[config.mk]
export PLATFORM = sky130hd
export DESIGN_NAME = simple_risc_cpu
export DESIGN_NICKNAME = d
export VERILOG_FILES = /design/src/rtl/simple_risc_cpu.sv
export SDC_FILE = /design/constraint.sdc
export NUM_CORES = 1
export LEC_CHECK = 0
export ABC_CLOCK_PERIOD_IN_PS = 5550
export BUFFER_PORTS_ARGS = -buffer_cell sky130_fd_sc_hd__buf_2
export CAP_MARGIN = 20
export CELL_PAD_IN_SITES_DETAIL_PLACEMENT = 2
export CELL_PAD_IN_SITES_GLOBAL_PLACEMENT = 2
export CORE_UTILIZATION = 44
export CTS_BUF_LIST = sky130_fd_sc_hd__clkbuf_16
export DETAILED_ROUTE_END_ITERATION = 6
export PLACE_DENSITY = 0.87
export SYNTH_ARGS = -nofsm -noshare
export SYNTH_HDL_FRONTEND = slang
export SYNTH_SLANG_ARGS = --single-unit
[constraint.sdc]
create_clock -name clk -period 5.55 [get_ports clk]
set_input_delay 0.555 -clock clk [delete_from_list [all_inputs] [get_ports clk]]
set_output_delay 0.555 -clock clk [all_outputs]
set_load 0.05 [all_outputs]
[src/rtl/simple_risc_cpu.sv]
// Multi-cycle 16-bit Simple RISC Machine core: fetch via 9-bit PC, 8x16 register file, shifter, ALU, N/V/Z flags.
// Optional feature macro CPU_HALT_EN: opcode 111 parks the core in HALT until reset.
module simple_risc_cpu (
  input  logic        clk,
  input  logic        reset,
  input  logic [15:0] read_data,
  output logic [1:0]  mem_cmd,
  output logic [8:0]  mem_addr,
  output logic [15:0] out,
  output logic        N,
  output logic        V,
  output logic        Z
);
  typedef enum logic [3:0] {
    S_RST, S_IF1, S_IF2, S_UPC, S_DEC, S_GETA, S_GETB, S_ALU, S_WR, S_WIMM, S_HALT
  } state_t;

  localparam logic [1:0] CMD_NONE = 2'b00;
  localparam logic [1:0] CMD_READ = 2'b01;

  state_t      state, state_nxt;
  logic [8:0]  pc;
  logic [15:0] ir, a, b;
  logic [15:0] rf [8];

  logic [2:0]  opcode;
  logic [1:0]  op;
  logic        is_cmp;
  logic [15:0] shb, diff, alu_res;

  assign opcode = ir[15:13];
  assign op     = ir[12:11];
  assign is_cmp = (opcode == 3'b101) && (op == 2'b01);

  // Shifter only ever sees the Rm operand.
  always_comb begin
    shb = b;
    case (ir[4:3])
      2'b01:   shb = {b[14:0], 1'b0};
      2'b10:   shb = {1'b0, b[15:1]};
      2'b11:   shb = {b[15], b[15:1]};
      default: shb = b;
    endcase
    diff    = a - shb;
    alu_res = shb;
    if (opcode == 3'b101) begin
      case (op)
        2'b00:   alu_res = a + shb;
        2'b10:   alu_res = a & shb;
        2'b11:   alu_res = ~shb;
        default: alu_res = diff;
      endcase
    end
  end

  always_comb begin
    state_nxt = state;
    case (state)
      S_RST:  state_nxt = S_IF1;
      S_IF1:  state_nxt = S_IF2;
      S_IF2:  state_nxt = S_UPC;
      S_UPC:  state_nxt = S_DEC;
      S_DEC: begin
        state_nxt = S_IF1;
        if (opcode == 3'b110 && op == 2'b10)      state_nxt = S_WIMM;
        else if (opcode == 3'b110 && op == 2'b00) state_nxt = S_GETB;
        else if (opcode == 3'b101 && op == 2'b11) state_nxt = S_GETB;
        else if (opcode == 3'b101)                state_nxt = S_GETA;
`ifdef CPU_HALT_EN
        else if (opcode == 3'b111)                state_nxt = S_HALT;
`endif
      end
      S_GETA: state_nxt = S_GETB;
      S_GETB: state_nxt = S_ALU;
      S_ALU:  state_nxt = is_cmp ? S_IF1 : S_WR;
      S_WR:   state_nxt = S_IF1;
      S_WIMM: state_nxt = S_IF1;
      S_HALT: state_nxt = S_HALT;
      default: state_nxt = S_RST;
    endcase
  end

  always_ff @(posedge clk or negedge reset) begin
    if (!reset) state <= S_RST;
    else        state <= state_nxt;
  end

  // Sources are latched into a/b before WR, so Rd==Rm reads the old value.
  always_ff @(posedge clk or negedge reset) begin
    if (!reset) begin
      pc  <= '0;
      ir  <= '0;
      a   <= '0;
      b   <= '0;
      out <= '0;
      N   <= 1'b0;
      V   <= 1'b0;
      Z   <= 1'b0;
      for (int i = 0; i < 8; i++) rf[i] <= '0;
    end else begin
      case (state)
        S_IF2:  ir <= read_data;
        S_UPC:  pc <= pc + 9'd1;
        S_GETA: a  <= rf[ir[10:8]];
        S_GETB: b  <= rf[ir[2:0]];
        S_ALU: begin
          if (is_cmp) begin
            N <= diff[15];
            Z <= (diff == 16'd0);
            V <= (a[15] != shb[15]) && (diff[15] != a[15]);
          end else begin
            out <= alu_res;
          end
        end
        S_WR:   rf[ir[7:5]]  <= out;
        S_WIMM: rf[ir[10:8]] <= {{8{ir[7]}}, ir[7:0]};
        default: ;
      endcase
    end
  end

  assign mem_addr = pc;
  assign mem_cmd  = (state == S_IF1 || state == S_IF2) ? CMD_READ : CMD_NONE;
endmodule

==> impl_results.md <==
- Result of the run: complete, but fails checks
- Failing checks: hold timing
- Count of routing violations after the opening detailed-route iteration: 1214
- Netlist area before placement: 0.0132 mm2
- Layout Area Growth over Synthesis: 10.4%
- Worst IR Drop VDD: 0.276 mV
- Clock latency of the later-clocked register in the worst-skew pair: 550 ps
- Register bit count reported by yosys: 208
- Number of hold buffers added after CTS: 0
- Worst setup timing slack at the placement stage: 1120 ps
- Proportion of synthesized chip area in sequential cells: 0.393
- Via count of the first global-routing pass: 14700
- Sort of element at the end of the critical path: register
- Ant diodes: 0
- Number of remaining DRC errors: 0
- Maximum number of pins on one net before global-route repair: 141
- Cell type with the largest total area after synthesis: sky130_fd_sc_hd__dfrtp_1
- Worst-margin pin slew: 1210 ps
- Highest achievable clock rate: 0.212 GHz
- Data required time of the critical path: 5910 ps
- Count of final hold-check violations: 10
- Number of antenna violations at the first check in global routing: 2
- HPWL after DPL: 38900 um
- Overall power consumption: 11500 uW
- Overall fraction of global-route tracks in use: 0.408
- Number of max-slew violations in the final report: 0
- Share of final-layout standard cells stronger than drive strength 1: 0.149
- Setup repair after global routing missed its margin: false
- Overflow after GRT: 0
- Dominant synthesized flop cell: sky130_fd_sc_hd__dfrtp_1
- Post-CTS Repair Setup Buffers: 0
- Die area: 0.0308 mm2
- Mapped Cells: 1428
- Final Net Count: 1489
- RD Place Congestion: 0.878
- Kind of launch point of the worst setup path: register
- Max-capacitance violation count: 0
- Shortest period the worst path allows: 4730 ps
- Initial core utilization: 0.447
- Clk sink count: 208
- Standard cell area after detailed placement: 0.0139 mm2
- Number of vias in the routed layout: 13200
- H-tree depth: 1
- Most used cells in the layout excluding fill and tap cells: 204 x sky130_fd_sc_hd__dfrtp_1, 169 x sky130_fd_sc_hd__nor2_1, 160 x sky130_fd_sc_hd__nand2_1
- Drt pass-1 iters: 7
- Proportion of synthesized flip-flops having asynchronous set or reset: 1.00
- Setup TNS: 0 ps
- Setup-failing EPs final: 0
- Average cell area after synthesis: 9.27 um2
- Clock-pin slew on the worst setup and hold paths: 60 ps
- Inserted Clock Buffers: 25
- Final standard cell area without fillers: 0.0146 mm2
- Synthesized net count: 1488
- Path type of the worst setup path: reg -> reg
- Worst clock skew on the final layout: 18.3 ps
- Worst slew margin relative to its limit: 0.193
- Hold Slack: -17.0 ps
- Vias/cell: 7.19
- Class of the most critical hold timing path: in -> async
- CTS Root Buffer Type: sky130_fd_sc_hd__clkbuf_16
- R2r worst-path depth: 10
- Total Routed Length: 61800 um
- Routed wire length per instance: 33.7 um
- Placeable core area: 0.0296 mm2
- Number of ports placed on the die boundary: 48
- Die extent in y: 175 um
- Power per Cell Area: 790 mW/mm2
- Count of input and output buffers: 46
- Total number of yosys warnings: 0
- Pleak: 0.00609 uW
- Remaining number of nets flagged by the antenna check after routing: 0
- Netlist cell types: 76
- Placement row count: 63
- Clock tree from TritonCTS: built
- CP Data Arrival Time: 5090 ps
- Wire length of the first global-routing pass: 94200 um
- Width of the chip: 175 um
- Post-synth top area share: 0.393
- Number of flops mapped to enable cells by yosys: 0
- Main area contributors after synthesis: sky130_fd_sc_hd__dfrtp_1 39%, sky130_fd_sc_hd__mux4_2 6.8%, sky130_fd_sc_hd__a21oi_1 5.8%
- Most common cell after layout, fill and taps aside: sky130_fd_sc_hd__dfrtp_1
- Post-cts sizing count: 0
- Maximum fanout along the worst path: 20
- Final worst-path setup slack: 823 ps
- Number of buffers on the longest clock path: 3
- Period Utilization, post-route: 0.852
[final timing paths]
kind / from / endpoint / slack [ps]
worst max-delay path: ir[3]$_DFFE_PN0P_ / out[12]$_DFFE_PN0P_ / 820
worst min-delay path: reset / mem_addr[5]$_DFFE_PN0P_ / -20
worst max register to register: ir[3]$_DFFE_PN0P_ / out[12]$_DFFE_PN0P_ / 820
worst min register to register: mem_addr[8]$_DFFE_PN0P_ / mem_addr[8]$_DFFE_PN0P_ / 470
max in group asynchronous: reset / ir[0]$_DFFE_PN0P_ / 4290
min in group clk: read_data[15] / ir[15]$_DFFE_PN0P_ / 250
[per-stage QoR]
stage,hold slack [ps],instances,util
6_report,-17.0,1835,0.493
5_1_grt,21.0,1835,0.493
4_1_cts,8.88,1833,0.492
3_5_place_dp,460,1790,0.467
3_3_place_gp,455,1790,0.467
2_1_floorplan,259,1428,-
[kinds of logic (layout without fill, tap and decap cells)]
| logic type | after synthesis | count (layout) | synth area share |
|---|---|---|---|
| buffers and inverters | 137 | 154 | 0.0404 |
| AND/OR/NAND/NOR | 454 | 454 | 0.152 |
| AO/OA/AOI/OAI | 440 | 440 | 0.224 |
| flip-flops | 208 | 208 | 0.393 |
| adder cells (fa/ha/maj) | 42 | 42 | 0.0408 |
| other | 1 | 1 | 0.000283 |
| multiplexers | 122 | 122 | 0.133 |
| XOR/XNOR | 24 | 24 | 0.0159 |
[final cells by class]
type | count | area, um2
repair buffers | 81 | 523
clock inverters | 18 | 106
clock buffers | 25 | 626
fillers | 3128 | 15000
multi-input cells | 1083 | 7540
well taps | 390 | 488
flip-flops and latches | 208 | 5210
inverters | 30 | 115
[critical path: stages (launching register included)]
cell                        delay [ps]
sky130_fd_sc_hd__dfrtp_1          1050
sky130_fd_sc_hd__mux2i_1           160
sky130_fd_sc_hd__o21ai_0           500
sky130_fd_sc_hd__ha_1              440
sky130_fd_sc_hd__a21oi_1           400
sky130_fd_sc_hd__a211oi_1          180
sky130_fd_sc_hd__nor4_1            810
sky130_fd_sc_hd__o31ai_1           220
sky130_fd_sc_hd__xor2_1            180
sky130_fd_sc_hd__a2111oi_0         490
sky130_fd_sc_hd__a311oi_1          100
[layer usage]
| metal | share of wire | GRT usage | up-vias | wire length, um |
|---|---|---|---|---|
| met3 | 0.081 | 0.0848 | 335 | 5010 |
| met4 | 0.070 | 0.269 | 4 | 4360 |
| li1 | - | - | 5281 | - |
| met2 | 0.48 | 0.672 | 816 | 29500 |
| met5 | 0.00044 | 0 | - | 27 |
| met1 | 0.37 | 0.482 | 6766 | 22900 |
[synth_stat cells (9+ instances only)]
| master | n |
|---|---|
| sky130_fd_sc_hd__dfrtp_1 | 208 |
| sky130_fd_sc_hd__nor2_1 | 175 |
| sky130_fd_sc_hd__nand2_1 | 160 |
| sky130_fd_sc_hd__a21oi_1 | 153 |
| sky130_fd_sc_hd__clkbuf_1 | 80 |
| sky130_fd_sc_hd__o21a_1 | 54 |
| sky130_fd_sc_hd__o221ai_1 | 51 |
| sky130_fd_sc_hd__mux2i_1 | 46 |
| sky130_fd_sc_hd__o21ai_0 | 41 |
| sky130_fd_sc_hd__ha_1 | 40 |
| sky130_fd_sc_hd__mux4_2 | 40 |
| sky130_fd_sc_hd__mux2_2 | 34 |
| sky130_fd_sc_hd__inv_1 | 28 |
| sky130_fd_sc_hd__nor3_1 | 23 |
| sky130_fd_sc_hd__buf_1 | 21 |
| sky130_fd_sc_hd__a221oi_1 | 20 |
| sky130_fd_sc_hd__a211oi_1 | 16 |
| sky130_fd_sc_hd__xnor2_1 | 15 |
| sky130_fd_sc_hd__a31oi_1 | 14 |
| sky130_fd_sc_hd__nor2b_1 | 13 |
| sky130_fd_sc_hd__nand2b_1 | 12 |
| sky130_fd_sc_hd__a22oi_1 | 10 |
| sky130_fd_sc_hd__nand3_1 | 10 |
| sky130_fd_sc_hd__nand4_1 | 10 |
| sky130_fd_sc_hd__o211ai_1 | 10 |
| sky130_fd_sc_hd__o31ai_1 | 10 |
| sky130_fd_sc_hd__o21ai_1 | 9 |
| sky130_fd_sc_hd__xor2_1 | 9 |
[flip-flops by register name, indices dropped and copies added, names as in the netlist]
name      flops
ir           16
rf          128
state         4
V             1
a            16
mem_addr      9
Z             1
out          16
b            16
N             1
[report_power, final]
| group | internal (uW) | switching (uW) |
|---|---|---|
| registers | 2010 | 919 |
| clock network | 857 | 712 |
| logic | 2400 | 4650 |
(Power assumes the default switching activity.)
